### src/rtl/lsu_wb_stage.sv
// Purpose: memory-access/writeback stage after the execute ALU (byte/half/word loads and stores, regfile write, exceptions).
// Latency: non-memory or faulting ops complete 1 cycle after acceptance; memory ops complete the cycle after mem_ack.
// Backpressure: in_ready is high only in IDLE; mem_req holds until mem_ack or TIMEOUT_CYC cycles elapse.
module lsu_wb_stage #(
  parameter int unsigned TIMEOUT_CYC = 64
) (
  input  logic        clk,
  input  logic        rst,
  input  logic        in_valid,
  output logic        in_ready,
  input  logic [31:0] alu_out,
  input  logic [31:0] d_add,
  input  logic        d_r_en,
  input  logic        d_w_en,
  input  logic [2:0]  f3,
  input  logic [4:0]  alu_rd,
  input  logic        alu_reg_w_en,
  output logic        mem_req,
  output logic        mem_we,
  output logic [31:0] mem_addr,
  output logic [3:0]  mem_be,
  output logic [31:0] mem_wdata,
  input  logic        mem_ack,
  input  logic [31:0] mem_rdata,
  output logic        wb_en,
  output logic [4:0]  wb_rd,
  output logic [31:0] wb_data,
  output logic        exc_misalign,
  output logic        exc_bus,
  output logic [31:0] exc_addr
);

  typedef enum logic [1:0] {S_IDLE, S_MEM, S_DONE} state_t;

  localparam logic [7:0] TO_LAST = 8'(TIMEOUT_CYC - 1);

  state_t      state_q, state_d;
  logic [7:0]  cnt_q, cnt_d;

  // Transaction captured at acceptance
  logic [31:0] alu_out_q;
  logic [31:0] d_add_q;
  logic [2:0]  f3_q;
  logic [4:0]  rd_q;
  logic        we_q;

  // Registered outputs
  logic        wb_en_q, wb_en_d;
  logic [4:0]  wb_rd_q, wb_rd_d;
  logic [31:0] wb_data_q, wb_data_d;
  logic        exc_mis_q, exc_mis_d;
  logic        exc_bus_q, exc_bus_d;
  logic [31:0] exc_addr_q, exc_addr_d;

  logic        illegal_in;
  logic        misalign_in;
  logic [15:0] lane;
  logic [31:0] ld_val;

  // Classify the incoming op: illegal encodings and misaligned half/word accesses
  always_comb begin
    illegal_in = 1'b0;
    if (d_r_en && d_w_en)
      illegal_in = 1'b1;
    else if (d_r_en)
      illegal_in = (f3 == 3'b011) || (f3 == 3'b110) || (f3 == 3'b111);
    else if (d_w_en)
      illegal_in = f3[2] || (f3 == 3'b011);
    misalign_in = (d_r_en || d_w_en) &&
                  (((f3[1:0] == 2'b01) && d_add[0]) ||
                   ((f3[1:0] == 2'b10) && (d_add[1:0] != 2'b00)));
  end

  // Pick the addressed lane of read data and extend it according to funct3
  always_comb begin
    lane   = 16'(mem_rdata >> {d_add_q[1:0], 3'b000});
    ld_val = mem_rdata;
    case (f3_q)
      3'b000:  ld_val = {{24{lane[7]}}, lane[7:0]};
      3'b001:  ld_val = {{16{lane[15]}}, lane[15:0]};
      3'b100:  ld_val = {24'd0, lane[7:0]};
      3'b101:  ld_val = {16'd0, lane[15:0]};
      default: ld_val = mem_rdata;
    endcase
  end

  // Memory port: request and its attributes are driven only while in MEM
  always_comb begin
    mem_req   = (state_q == S_MEM);
    mem_we    = mem_req && we_q;
    mem_addr  = mem_req ? {d_add_q[31:2], 2'b00} : 32'd0;
    mem_be    = 4'd0;
    mem_wdata = 32'd0;
    if (mem_req) begin
      case (f3_q[1:0])
        2'b00: begin
          mem_be    = 4'b0001 << d_add_q[1:0];
          mem_wdata = {4{alu_out_q[7:0]}};
        end
        2'b01: begin
          mem_be    = 4'b0011 << {d_add_q[1], 1'b0};
          mem_wdata = {2{alu_out_q[15:0]}};
        end
        default: begin
          mem_be    = 4'b1111;
          mem_wdata = alu_out_q;
        end
      endcase
    end
  end

  // Next-state logic: pulses are set only on the transition into DONE
  always_comb begin
    state_d    = state_q;
    cnt_d      = cnt_q;
    wb_en_d    = 1'b0;
    exc_mis_d  = 1'b0;
    exc_bus_d  = 1'b0;
    wb_rd_d    = wb_rd_q;
    wb_data_d  = wb_data_q;
    exc_addr_d = exc_addr_q;
    case (state_q)
      S_IDLE: begin
        if (in_valid) begin
          if (!d_r_en && !d_w_en) begin
            state_d   = S_DONE;
            wb_en_d   = alu_reg_w_en && (alu_rd != 5'd0);
            wb_rd_d   = alu_rd;
            wb_data_d = alu_out;
          end else if (illegal_in || misalign_in) begin
            state_d    = S_DONE;
            exc_mis_d  = 1'b1;
            exc_addr_d = d_add;
          end else begin
            state_d = S_MEM;
            cnt_d   = 8'd0;
          end
        end
      end
      S_MEM: begin
        if (mem_ack) begin
          state_d = S_DONE;
          if (!we_q) begin
            wb_en_d   = (rd_q != 5'd0);
            wb_rd_d   = rd_q;
            wb_data_d = ld_val;
          end
        end else if (cnt_q == TO_LAST) begin
          state_d    = S_DONE;
          exc_bus_d  = 1'b1;
          exc_addr_d = d_add_q;
        end else begin
          cnt_d = cnt_q + 8'd1;
        end
      end
      S_DONE:  state_d = S_IDLE;
      default: state_d = S_IDLE;
    endcase
  end

  // State, counter and registered outputs
  always_ff @(posedge clk) begin
    if (rst) begin
      state_q    <= S_IDLE;
      cnt_q      <= 8'd0;
      wb_en_q    <= 1'b0;
      wb_rd_q    <= 5'd0;
      wb_data_q  <= 32'd0;
      exc_mis_q  <= 1'b0;
      exc_bus_q  <= 1'b0;
      exc_addr_q <= 32'd0;
    end else begin
      state_q    <= state_d;
      cnt_q      <= cnt_d;
      wb_en_q    <= wb_en_d;
      wb_rd_q    <= wb_rd_d;
      wb_data_q  <= wb_data_d;
      exc_mis_q  <= exc_mis_d;
      exc_bus_q  <= exc_bus_d;
      exc_addr_q <= exc_addr_d;
    end
  end

  // Capture the execute result when it is accepted
  always_ff @(posedge clk) begin
    if (rst) begin
      alu_out_q <= 32'd0;
      d_add_q   <= 32'd0;
      f3_q      <= 3'd0;
      rd_q      <= 5'd0;
      we_q      <= 1'b0;
    end else if (in_valid && in_ready) begin
      alu_out_q <= alu_out;
      d_add_q   <= d_add;
      f3_q      <= f3;
      rd_q      <= alu_rd;
      we_q      <= d_w_en;
    end
  end

  assign in_ready     = (state_q == S_IDLE);
  assign wb_en        = wb_en_q;
  assign wb_rd        = wb_rd_q;
  assign wb_data      = wb_data_q;
  assign exc_misalign = exc_mis_q;
  assign exc_bus      = exc_bus_q;
  assign exc_addr     = exc_addr_q;

endmodule

### config.mk
export PLATFORM = sky130hd
export DESIGN_NAME = lsu_wb_stage
export DESIGN_NICKNAME = d
export VERILOG_FILES = /design/src/rtl/lsu_wb_stage.sv
export SDC_FILE = /design/constraint.sdc
export NUM_CORES = 1
export LEC_CHECK = 0
export ABC_AREA = 1
export BUFFER_PORTS_ARGS = -buffer_cell sky130_fd_sc_hd__clkbuf_2
export CORE_MARGIN = 2
export CORE_UTILIZATION = 55
export DETAILED_ROUTE_END_ITERATION = 16
export PLACE_DENSITY = 0.86
export SLEW_MARGIN = 10
export SYNTH_ARGS = -nofsm -noshare
export SYNTH_HDL_FRONTEND = slang
export SYNTH_SLANG_ARGS = --single-unit
### constraint.sdc
create_clock -name clk -period 5 [get_ports clk]
set_clock_uncertainty 0.2 [all_clocks]
set_input_delay 0.5 -clock clk [delete_from_list [all_inputs] [get_ports clk]]
set_output_delay 0.5 -clock clk [all_outputs]
set_load 0.1 [all_outputs]
== After elaboration in Yosys (flattened, before gate mapping) ==
Cells that the tools add are included.

* Bits in registers: 155
* Latch bits: 0
* Bits in writable memories: 0
* Bits in read-only memories: 0
* Bits of input ports: 111
* Output and inout port bits: 143
* Logic and storage cells: 115
* Memories kept: 0

* Add/sub/neg operators: 1
* Multipliers: 0
* Divide/modulo/power cells: 0
* Order comparisons: 0
* Equal/unequal tests: 22
* Shift-type cells: 3
* Multiplexer cells: 44
* Bitwise gates (word level): 3
* Reductions and logical operators: 29

{| class="wikitable"
|+ Operators with widths
! operator !! count
|-
| $mux W32 || 11
|-
| $pmux W32 S2 || 3
|-
| $pmux W32 S4 || 1
|-
| $mux W8 || 5
|-
| $shr A32 B5 Y16 || 1
|-
| $mux W5 || 4
|-
| $pmux W8 S2 || 1
|-
| $eq A3 B3 Y1 const B || 4
|-
| $ne A2 B2 Y1 const B || 6
|-
| $reduce_and A6 Y1 || 2
|-
| $mux W2 || 5
|-
| $pmux W5 S2 || 1
|-
| $reduce_bool A5 Y1 || 2
|-
| $mux W1 || 9
|-
| $add A8 B1 Y8 const B || 1
|-
| $eq A8 B6 Y1 const B || 1
|-
| $logic_and A1 B1 Y1 || 8
|-
| $ne A2 B1 Y1 const B || 4
|-
| $pmux W4 S2 || 1
|-
| $eq A2 B1 Y1 const B || 3
|-
| $logic_or A1 B1 Y1 || 6
|-
| $reduce_and A5 Y1 || 1
|-
| $logic_not A2 Y1 || 2
|-
| $mux W4 || 1
|-
| other kinds (15) || 19
|}

== Longest topological paths before layout ==
* Word-level depth: 10
* Mapped depth: 11

== Worst setup path after synthesis ==
No wires, ideal clock.

* Path type: flip-flop to output port
* From: register state_q[0]
* To: output mem_wdata[16]
* Arrival: 3.114 ns
* Path slack: 1.186 ns
* Stages on the path, launching flop included: 7
* Cell sequence: dfxtp_1 > nand2_2 > inv_2 > buf_4 > buf_2 > nand2_1 > o21ai_0

* Cells in the longest elaborated chain, start to end: 2

{| class="wikitable"
|+ Ends and longest elaborated chain
! element !! line !! RTL
|-
| start: declaration || 37 || <nowiki>state_t state_q, state_d;</nowiki>
|-
| start signal: assignment || 173 || <nowiki>state_q <= state_d;</nowiki>
|-
| $eq A2 B1 Y1 || 89 || <nowiki>mem_req = (state_q == S_MEM);</nowiki>
|-
| $mux W32 || 94 || <nowiki>if (mem_req) begin</nowiki>
|-
| end: declaration || 22 || <nowiki>output logic [31:0] mem_wdata,</nowiki>
|}

Every way passes these cells.

== Worst setup path after layout ==
* From: register state_q[0]
* To: output mem_wdata[23]

Same word-level chain as after synthesis.

==> impl_metrics.csv <==
group,metric,value,unit
cts,cts_setup_buffers,0,
sta,rsz0062_at_grt,"false",
grt,grt_antenna_before_repair,1,
cts,cts_sinks,155,
power,leakage,4.55,nW
synthesis,synth_seq_area_share,0.399,
grt,grt_pass1_wl,37600,um
sta,slew_headroom,0.222,
drt,drc,0,
cts,path_clk_slew,0.06,ns
layout,drive_above_1_share,0.232,
drt,drt_iter0_markers,903,
floorplanning,die_h,123,um
critical_path,required,4.30,ns
critical_path,critPathArrivalTime,2.90,ns
drt,viasPerCell,5.51,
run_status,status,"completed",
sta,period_needed,3.60,ns
cts,htree_levels,4,
drt,wl_per_cell,15.4,um
sta,slew_violations,0,
place,dpl-instance-area,8920,um^2
synthesis,synth-adder-area-share,0.00161,
synthesis,yosysUniqueCellTypes,41,
critical_path,end_kind,"output port",
synthesis,synth_top_family_by_area,"compound AO/OA/AOI/OAI gates",
synthesis,synthFlopType,"dfxtp_1",
cts,cts_hold_buf,0,
place,port_buffers,251,
synthesis,synthSimpleGateAreaFrac,0.225,
critical_path,max_stage_delay,0.49,ns
floorplanning,coreArea,13900,um^2
grt,track_usage,0.316,
place,finalWeightedCongestion,0.963,
critical_path,setup.worst_path.class,"reg -> out",
critical_path,crit_path_max_fanout,45,
grt,grt_max_degree,122,
floorplanning,die_width,123,um
cts,ctsResizeCount,0,
synthesis,synth-xor-area-share,0.00450,
synthesis,yosys_warnings,0,
synthesis,synthCells,1167,
synthesis,synth_top_cells_by_area,"dfxtp_1 (40%), o21ai_0 (11%), nor2_1 (8.8%)",
floorplanning,rows,43,
cts,cts-root-buf,"clkbuf_16",
drt,finalWirelength,23900,um
critical_path,slowest_stage,"clkbuf_2",
critical_path,crit_chain,"nand2_4, inv_2, buf_4, nand2_1, o21ai_0, clkbuf_2",
grt,overflow,0,
power,power,4.22,mW
drt,dr.pass1.iters,6,
sta,hold_violations,0,
floorplanning,ios,254,
flow_run,maxCapViolations,0,
power,ir_drop,0.000256,V
synthesis,yosys.area.top_type,"dfxtp_1",
cts,clockBufferDepth,2,
cts,clock_latency,0.42,ns
grt,grt_pass1_vias,7520,
critical_path,worstSetupStartpointType,"flop",
floorplanning,die_area,15100,um^2
sta,worst_pin_slew,1.17,ns
cts,cts_tree,"done",
power,powerDensity,445,nW/um^2
layout,final_nets,1468,
drt,vias,8537,
sta,period_share,0.719,
synthesis,synthDominantCellAreaShare,0.399,
cts,cts_buffers,17,
place,dp_hpwl,16500,um
synthesis,async_reset_ff_frac,0,
floorplanning,start_util,0.561,
sta,fin_ws,1.40,ns
sta,setup_viol,0,
layout,final_cell_area,9480,um^2
sta,timing.fmax,278,MHz
synthesis,synth-edff-count,0,
synthesis,syn_avg_cell_area,6.67,um^2
critical_path,path_buf_inv,3,
drt,antenna_left,0,
layout,area_growth_syn_to_layout,21.7,%
min_path,worstHoldPathType,"in -> reg",
critical_path,cp_top_family,"buffers and inverters",
synthesis,netlist_area,7790,um^2
synthesis,synth-compound-area-share,0.255,
sta,tns,0,ns
synthesis,ys_seq_elements,155,
synthesis,muxShareOfSynthArea,0,
place,pre_cts_slack,1.84,ns
==> where the power goes <==
part / leakage [nW] / internal [mW] / switching, mW / total [mW]
Clock: 0.272 / 0.729 / 0.513 / 1.24
Combinational: 3.00 / 0.276 / 1.22 / 1.50
Sequential: 1.28 / 1.39 / 0.0934 / 1.48
Total: 4.55 / 2.39 / 1.83 / 4.22
==> logic make-up after synthesis <==
kind of cell | count (synthesis)
other cells | 1
compound gates | 370
simple gates | 420
flops | 155
xor+xnor | 4
fa+ha+maj | 1
buf+inv | 216
==> flip-flops by register name, summed over array words and instances, names as in the netlist <==
register	count
alu_out_q	32
exc_bus	1
exc_misalign	1
state_q	2
d_add_q	32
we_q	1
f3_q	3
wb_rd	5
wb_data	32
rd_q	5
wb_en	1
cnt_q	8
exc_addr	32
==> cell usage in the layout, fill, tap and decap left out, drive strengths merged, types with 11 or more instances in the layout <==
cell	synthesis	routed
a21oi	139	139
o22ai	12	12
nand2	149	149
clkbuf	49	270
nor2	185	185
nand3	71	71
a211oi	12	12
dfxtp	155	155
o21ai	186	186
inv	128	129
o211ai	11	11
==> synth_stat cells (8+ instances only) <==
cell,number
buf_1,8
a21oi_2,10
a21oi_1,129
buf_2,21
a211oi_1,12
dfxtp_1,155
o21ai_1,13
o21ai_0,172
o211ai_1,11
clkbuf_1,49
nand2_1,145
inv_1,121
nand3_1,69
o22ai_1,12
nor2_1,182
==> worst register-to-register path, cell delays in order, from the launching register on <==
cell and delay, ns:
dfxtp_1 0.39, inv_2 0.06, nand2_4 0.37, inv_2 0.22
nand2_2 0.16, nand3_2 0.60, inv_2 0.81, o21ai_0 0.24
a21oi_2 0.17
==> final timing paths <==
kind	start	to	slack, ns	cells after the start
min	alu_reg_w_en	wb_en	0.14	3
max	state_q[0]	mem_wdata[23]	1.40	6
max reg2reg	state_q[1]	wb_data[29]	1.73	8
min reg2reg	exc_addr[0]	exc_addr[0]	0.27	2
==> layer usage <==
layer / share of wire / GRT usage / wire (um)
met1: 0.42 / 0.441 / 10100
met2: 0.45 / 0.479 / 10700
met3: 0.093 / 0.0530 / 2210
met4: 0.038 / 0.141 / 907
met5: 0 / 0 / 0
==> metrics by stage <==
stage | hold slack (ns) | std cells | utilization
floorplan | 0.241 | 1168 | -
global placement | 0.247 | 1517 | 0.642
detailed placement | 0.257 | 1517 | 0.642
CTS | 0.126 | 1549 | 0.683
global route | 0.176 | 1550 | 0.683
finish | 0.137 | 1550 | 0.683
==> layout make-up <==
type | instances | area, um^2
fill | 1243 | 4400
clock inverter | 13 | 126
tap | 180 | 225
antenna | 1 | 2.50
inverter | 129 | 485
sequential | 155 | 3100
clock buffer | 19 | 433
timing repair buffer | 256 | 1290
multi-input combinational | 797 | 3810
No activity file was read; power rests on OpenSTA's default activity.
